File: config.mk
export PLATFORM = sky130hd
export DESIGN_NAME = rf_scoreboard_regfile
export DESIGN_NICKNAME = d
export VERILOG_FILES = /design/src/rtl/rf_pkg.sv /design/src/rtl/rf_busy_tracker.sv /design/src/rtl/rf_scoreboard_regfile.sv
export SDC_FILE = /design/constraint.sdc
export NUM_CORES = 2
export LEC_CHECK = 0
export ABC_CLOCK_PERIOD_IN_PS = 50700
export BUFFER_PORTS_ARGS = -buffer_cell sky130_fd_sc_hd__buf_2
export CORE_MARGIN = 5
export CORE_UTILIZATION = 40
export CTS_CLUSTER_SIZE = 12
export DETAILED_ROUTE_END_ITERATION = 7
export HOLD_SLACK_MARGIN = 0.12
export PLACE_DENSITY = 0.54
export SLEW_MARGIN = 10
export SYNTH_ARGS = -nofsm -noshare
export SYNTH_HDL_FRONTEND = slang
export SYNTH_SLANG_ARGS = --single-unit
export TNS_END_PERCENT = 30
File: constraint.sdc
create_clock -name CLK -period 50.7 [get_ports CLK]
set_input_delay 2.535 -clock CLK [delete_from_list [all_inputs] [get_ports CLK]]
set_output_delay 2.535 -clock CLK [all_outputs]
set_load 0.01 [all_outputs]
File: src/rtl/rf_pkg.sv
// Shared constants and helpers for the scoreboarded register file.
// clog2 sizes the address fields from the register count.
package rf_pkg;
  localparam int XLEN_DEF  = 32;
  localparam int NREGS_DEF = 32;
  localparam int ZERO_REG  = 0;

  function automatic int clog2(input int n);
    int w;
    w = 0;
    for (int v = n - 1; v > 0; v = v >> 1) begin
      w++;
    end
    return w;
  endfunction
endpackage

File: src/rtl/rf_busy_tracker.sv
// Pending-write scoreboard: one busy bit per register, issue acceptance and a
// registered count of busy registers. x0 is never marked busy.
module rf_busy_tracker
  import rf_pkg::*;
#(
  parameter int NREGS = NREGS_DEF,
  localparam int AW = clog2(NREGS)
) (
  input  logic          clk_i,
  input  logic          rst_i,
  input  logic          issue_en_i,
  input  logic [AW-1:0] issue_dest_i,
  input  logic          write_en_i,
  input  logic [AW-1:0] add_dest_i,
  input  logic          flush_i,
  output logic          issue_ok_o,
  output logic [NREGS-1:0] busy_o,
  output logic [AW:0]   pending_cnt_o
);

  logic [NREGS-1:0] busy_q, busy_d;
  logic [AW:0]      cnt_q, cnt_d;

  // A busy destination may still be reserved when it retires in this same cycle.
  always_comb begin
    issue_ok_o = issue_en_i && !rst_i &&
                 ((issue_dest_i == AW'(ZERO_REG)) || !busy_q[issue_dest_i] ||
                  (write_en_i && (add_dest_i == issue_dest_i)));
  end

  // Flush beats a new reservation, which beats a retiring writeback.
  always_comb begin
    busy_d = busy_q;
    if (flush_i) begin
      busy_d = '0;
    end else begin
      if (write_en_i) begin
        busy_d[add_dest_i] = 1'b0;
      end
      if (issue_ok_o) begin
        busy_d[issue_dest_i] = 1'b1;
      end
    end
    busy_d[ZERO_REG] = 1'b0;
    cnt_d = '0;
    for (int r = 0; r < NREGS; r++) begin
      cnt_d = cnt_d + {{AW{1'b0}}, busy_d[r]};
    end
  end

  always_ff @(posedge clk_i or posedge rst_i) begin
    if (rst_i) begin
      busy_q <= '0;
      cnt_q  <= '0;
    end else begin
      busy_q <= busy_d;
      cnt_q  <= cnt_d;
    end
  end

  assign busy_o        = busy_q;
  assign pending_cnt_o = cnt_q;

endmodule

File: src/rtl/rf_scoreboard_regfile.sv
// Parametrised register file with hardwired x0, write-to-read bypass and a
// pending-write scoreboard that reports hazards back to decode.
module rf_scoreboard_regfile
  import rf_pkg::*;
#(
  parameter int XLEN   = XLEN_DEF,
  parameter int NREGS  = NREGS_DEF,
  parameter int NRD    = 2,
  parameter int BYPASS = 1,
  localparam int AW = clog2(NREGS)
) (
  input  logic              CLK,
  input  logic              RST,
  input  logic [NRD*AW-1:0] Rd_Add,
  output logic [NRD*XLEN-1:0] Rd_Data,
  output logic [NRD-1:0]    Rd_Busy,
  input  logic              Write_En,
  input  logic [AW-1:0]     Add_Dest,
  input  logic [XLEN-1:0]   Write_Data,
  input  logic              Issue_En,
  input  logic [AW-1:0]     Issue_Dest,
  output logic              Issue_Ok,
  input  logic              Flush,
  output logic [AW:0]       Pending_Cnt
);

  if (NREGS < 2 || (NREGS & (NREGS - 1)) != 0) begin : g_bad_nregs
    $error("rf_scoreboard_regfile: NREGS must be a power of two >= 2");
  end
  if (NRD < 1 || NRD > 4) begin : g_bad_nrd
    $error("rf_scoreboard_regfile: NRD must be in 1..4");
  end

  logic [XLEN-1:0]  regs_q [NREGS];
  logic [NREGS-1:0] busy;
  logic [AW-1:0]    rd_addr [NRD];

  rf_busy_tracker #(.NREGS(NREGS)) u_busy (
    .clk_i         (CLK),
    .rst_i         (RST),
    .issue_en_i    (Issue_En),
    .issue_dest_i  (Issue_Dest),
    .write_en_i    (Write_En),
    .add_dest_i    (Add_Dest),
    .flush_i       (Flush),
    .issue_ok_o    (Issue_Ok),
    .busy_o        (busy),
    .pending_cnt_o (Pending_Cnt)
  );

  always_ff @(posedge CLK or posedge RST) begin
    if (RST) begin
      for (int r = 0; r < NREGS; r++) begin
        regs_q[r] <= '0;
      end
    end else if (Write_En && (Add_Dest != AW'(ZERO_REG))) begin
      regs_q[Add_Dest] <= Write_Data;
    end
  end

  for (genvar i = 0; i < NRD; i++) begin : g_rd_addr
    assign rd_addr[i] = Rd_Add[i*AW +: AW];
  end

  // Forwarded data is by definition no longer pending, so it reads as not busy.
  always_comb begin
    Rd_Data = '0;
    Rd_Busy = '0;
    for (int i = 0; i < NRD; i++) begin
      if (!RST && (rd_addr[i] != AW'(ZERO_REG))) begin
        if ((BYPASS != 0) && Write_En && (Add_Dest == rd_addr[i])) begin
          Rd_Data[i*XLEN +: XLEN] = Write_Data;
        end else begin
          Rd_Data[i*XLEN +: XLEN] = regs_q[rd_addr[i]];
          Rd_Busy[i]              = busy[rd_addr[i]];
        end
      end
    end
  end

endmodule

==> Word level (Yosys, flattened, before mapping) <==
Index checks and enable logic that the tools add are counted.
{ "word_totals": {"regBits": 1061, "latchBits": 0, "ram_bits": 0, "mem_bits_ro": 0, "mem_count": 0} }
{ "classes": {"n_addsub": 30, "multipliers": 0, "n_div": 0, "n_lt_le_gt_ge": 10, "eq_ne": 3, "n_shift": 0, "n_mux": 31, "bitwise_logic": 6, "reduce_logical": 19} }
{ "ops": {"columns": ["op", "n"], "rows": [
  ["$bwmux W1024", 1],
  ["$mux W32", 13],
  ["$bmux W32 S5", 2],
  ["$add A6 B1 Y6", 29],
  ["$demux W32 S5", 1],
  ["$and A32 B32 Y32", 1],
  ["$not A32 Y32", 1],
  ["$or A32 B32 Y32", 1],
  ["$lt A5 B6 Y1 const B", 4],
  ["$ge A6 B6 Y1 const B", 3],
  ["$not A5 Y6", 3],
  ["$bmux W1 S5", 3],
  ["$eq A5 B5 Y1", 3],
  ["$reduce_bool A5 Y1", 3],
  ["$logic_and A1 B1 Y1", 11],
  ["$demux W1 S5", 2],
  ["$ge A5 B1 Y1 const B", 2],
  ["$mux W1", 9],
  ["$lt A6 B1 Y1 const B", 1],
  ["$logic_not A5 Y1", 1],
  ["$add A1 B1 Y2", 1],
  ["$logic_not A1 Y1", 2],
  ["$logic_or A1 B1 Y1", 2]
]} }

==> Logic depth before layout (Yosys ltp) <==
{ "logic_depth": {"depth_word": 41, "mapped_depth": 26} }

==> Cells and area by module <==
A second synthesis with hierarchy kept.
{ "hier_totals": {"cells_unflattened": 4244, "hier_area_um2": 59359.4} }
{ "by_module_without_submodules": {"columns": ["mod", "n_inst", "cells_each", "area_per_inst_um2", "seq_area_each_um2"], "rows": [
  ["rf_scoreboard_regfile", 1, 3917, 56036.2, 25624.6],
  ["rf_busy_tracker", 1, 327, 3323.2, 925.9]
]} }

==> Worst setup path after synthesis <==
OpenSTA, ideal clock, no wires.
{ "synth_path": {"path_type": "input to output", "start": "input RST", "end": "output Rd_Data[32]", "t_arrival_ns": 28.752, "required_ns": 48.165, "path_slack_ns": 19.413, "path_stages": 6, "n_path_buf": 1, "cell_sequence": "inv_1 > o41ai_1 > or3_1 > clkbuf_1 > nor2b_1 > a211o_1"} }
{ "synth_between": {"elab_chain_cells": 3} }
{ "synth_lines": {"columns": ["element", "line", "text"], "rows": [
  ["start, declared", "rf_scoreboard_regfile.sv:13", "input logic RST,"],
  ["$logic_not A1 Y1 (no line)", null, null],
  ["$logic_and A1 B1 Y1", "rf_scoreboard_regfile.sv:70", "if (!RST && (rd_addr[i] != AW'(ZERO_REG))) begin"],
  ["$mux W32", "rf_scoreboard_regfile.sv:70", null],
  ["end, declared", "rf_scoreboard_regfile.sv:15", "output logic [NRD*XLEN-1:0] Rd_Data,"]
]} }
Every way passes these cells.

==> Worst setup path after layout <==
{ "layout_path": {"start": "input Rd_Add[5]", "end": "output Rd_Data[53]"} }
{ "layout_between": {"elab_chain_cells": 6} }
{ "layout_lines": {"columns": ["element", "line", "text"], "rows": [
  ["start, declared", "rf_scoreboard_regfile.sv:14", "input logic [NRD*AW-1:0] Rd_Add,"],
  ["$not A5 Y6 (implied by the code)", "rf_scoreboard_regfile.sv:74", "Rd_Data[i*XLEN +: XLEN] = regs_q[rd_addr[i]];"],
  ["$bmux W32 S5", "rf_scoreboard_regfile.sv:74", null],
  ["$mux W32 (implied by the code) (2 in series)", "rf_scoreboard_regfile.sv:74", null],
  ["$mux W32", "rf_scoreboard_regfile.sv:71", "if ((BYPASS != 0) && Write_En && (Add_Dest == rd_addr[i])) begin"],
  ["$mux W32 (*)", "rf_scoreboard_regfile.sv:70", null]
]} }
Mark *: on every way between the ends. The rest lies on a longest branch, timed or not. The select of a mux whose other input is x is not followed.

==> metrics.txt <==
TritonCTS Buffers=roughly 120; min-delay src=regs_q[1009]; Antenna Nets Post-Route=0; hpwl dp=98.8 mm; commonest cells after routing, fill and taps aside=dfrtp_1 (1061), mux2_2 (1015), mux4_2 (536); max frequency=between 100 and 150 MHz; Flop pwr share=around 45%; Syn Area/Cell=15.2 sq um; power share of the clock group=a little over a third; sw frac=26.8%; Via density=between 6 and 7; max-capacitance violation count=0; clk sink count=approximately 1100; initial DRC count=2855; drt wl/cell=32.3 um; Area Overhead vs Synth=10.5%; Cells on Worst Hold Path=0; HP Class=reg -> reg; Yosys top cell by area=dfrtp_1; P per Cell Area=between 30 and 40 mW/mm^2; Sequential Area=0.0266 sq mm; Initial Utilization=40.1%; synth unique cells=59; global routing usage on met2=39.6%; largest net degree at the start of global routing=between 150 and 200; post-CTS sizing=0; outcome=finished, final reports clean; Setup-failing EPs final=0; die footprint=0.154 sq mm; Top FF cell, synth=dfrtp_1; drt pass-1 iters=5; crit path kind=in -> out; Worst Hold Endpoint=regs_q[1009]; fillers=13000; Critical Path AT=6.66 ns; fin. max-slew vios=0; main area contributors after synthesis=dfrtp_1 (46%), mux4_2 (21%), mux2_2 (20%); r2r endpoint=u_busy.pending_cnt_o[4]; clock skew=0.00801 ns; CTS H-Tree Depth=3; CP Launch Type=input port; clk slew on worst S/H paths=roughly 0.060 ns; IO buf count=between 100 and 150; FP Rows=140; P_int=0.00183 W; Synth Instances=approximately 3800; post-synthesis register bit count=between 1000 and 1500; Total GRT Usage=24.3%; WP data required=48.17 ns; NetSw=0.000672 W; grt met3 use=around 4%; worst reg2reg path depth=23; I/O Pins=130; Final Cell Area=0.0644 sq mm; post-layout minimum cycle time=approximately 9.2 ns; CTS Buffer Depth=3; sequential area share after synthesis=45.5%; post-CTS setup buffers=0; layout cells sized above 1=52.4%; gpl congestion=0.782; global route overflow=0; crit-path max FO=67; Worst-Margin Slew=1.20 ns; Final Hold Vio Count=0; Die Ht=around 390 um; Net count, final=roughly 3800; Crit. End Element=output pin; CTS tree=built; FFs w/ async S/R, synth=100%; vias=35900; Yosys top cell area share=45.5%; Routed WL=186 mm; setup_tns=0 ns; antenna violations before repair=6; most common cell after layout, fill and taps aside=dfrtp_1; Comb power frac=between 15 and 20%; DRC viols=0; Leak=about 28 nW; global route hottest layer=met2; core footprint=0.145 sq mm; RSZ-0062 raised after global routing=false; Slew HR=19.9%; area of the multi-input gates=0.0299 sq mm; reg-to-reg critical path startpoint=u_busy.busy_o[22]; met1 Use GR=between 30 and 40%; clock root buffer=clkbuf_16; Yosys warnings=0; die span in x=392 um; Post-synth EDFFs=0; CTS hold repair buffers=0; R2R Setup Slk=~44 ns; syn nets=3921; Peak supply drop=25.2 uV; worst skew pair latency=between 0.7 and 0.8 ns; first-pass GRT wire length=approximately 270 mm; vias in the first global route=between 30000 and 40000; Tcrit/Tclk final=between 10% and 20%; Design Power=0.00250 W; placed instance area=0.0604 sq mm; Cell Area, Synth=approximately 0.058 sq mm
-- per-stage QoR --
step	setup WS, ns	instances	utilization [%]	hold WS, ns
floorplan	18.26	3832	-	0.441
detailed placement	41.43	5521	41.5	0.384
finish	41.51	5742	44.3	0.395
global placement	41.44	5521	41.5	0.377
CTS	41.51	5739	44.3	0.397
global route	41.28	5739	44.3	0.407
-- worst max-delay path by stage --
stage	start	to	slack, ns	depth (start not counted)
3_3_place_gp	Add_Dest[4]	u_busy.pending_cnt_o[4]	41.44	21
4_1_cts	Rd_Add[5]	Rd_Data[53]	41.51	11
3_5_place_dp	Add_Dest[4]	u_busy.pending_cnt_o[4]	41.43	21
6_report	Rd_Add[5]	Rd_Data[53]	41.51	11
2_1_floorplan	RST	regs_q[0]	18.26	1
5_1_grt	Rd_Add[5]	Rd_Data[53]	41.28	11
-- layout make-up --
class,instances,share of cell area [%]
timing repair buffer,206,2.09
multi-input combinational,2288,46.4
clock inverter,39,0.769
sequential,1061,41.2
antenna,3,0.0116
tap,1917,3.72
inverter,49,0.297
clock buffer,179,5.53
-- cells by family (layout without fill, tap and decap cells) --
group	after synthesis	count (layout)	synth area share (%)
flops	1061	1061	45.5
compound gates	316	316	4.24
buf+inv	483	473	3.74
simple gates	212	212	1.97
other cells	0	3	0
xor+xnor	18	18	0.270
fa+ha+maj	32	32	0.982
mux	1710	1710	43.3
-- critical path, cell delays in order --
cell	delay, ns
buf_8	0.55
buf_4	0.74
buf_4	0.70
xnor2_1	0.22
nand4_1	0.13
nor2_1	0.18
or3_2	0.14
buf_4	0.60
nor2b_1	0.10
a211o_1	0.38
buf_2	0.18
-- power by group through the flow --
stage | clock, W | combinational, W | sequential [W]
finish | 0.000897 | 0.000493 | 0.00111
global route | 0.000947 | 0.000532 | 0.00113
CTS | 0.000917 | 0.000498 | 0.00111
detailed placement | 0 | 0.000497 | 0.00112
global placement | 0 | 0.000490 | 0.00112
floorplan | 0 | 0.000398 | 0.00109
-- synth_stat cells (21+ instances only) --
library cell,number
buf_6,23
dfrtp_1,1061
o21bai_1,31
buf_1,60
nand3b_1,21
clkbuf_1,252
a21oi_1,38
a221oi_1,65
nor2b_1,63
fa_1,23
a211o_1,31
a22oi_1,33
a221o_1,23
nor2_1,40
mux4_2,536
mux2_2,1015
nand2_1,43
buf_2,80
mux2i_1,149
inv_1,48
-- per-layer routing --
metal | up-vias | wire (um)
met3 | 269 | 10100
li1 | 14700 | -
met5 | - | 13
met1 | 19900 | 80600
met4 | 2 | 5170
met2 | 1063 | 89800
-- sequential cells by signal (all words and copies together), names as in the netlist --
name and cells:
regs_q 1024, u_busy.busy_o 31, u_busy.pending_cnt_o 6
Note: power is estimated with default switching activity, not from simulation.
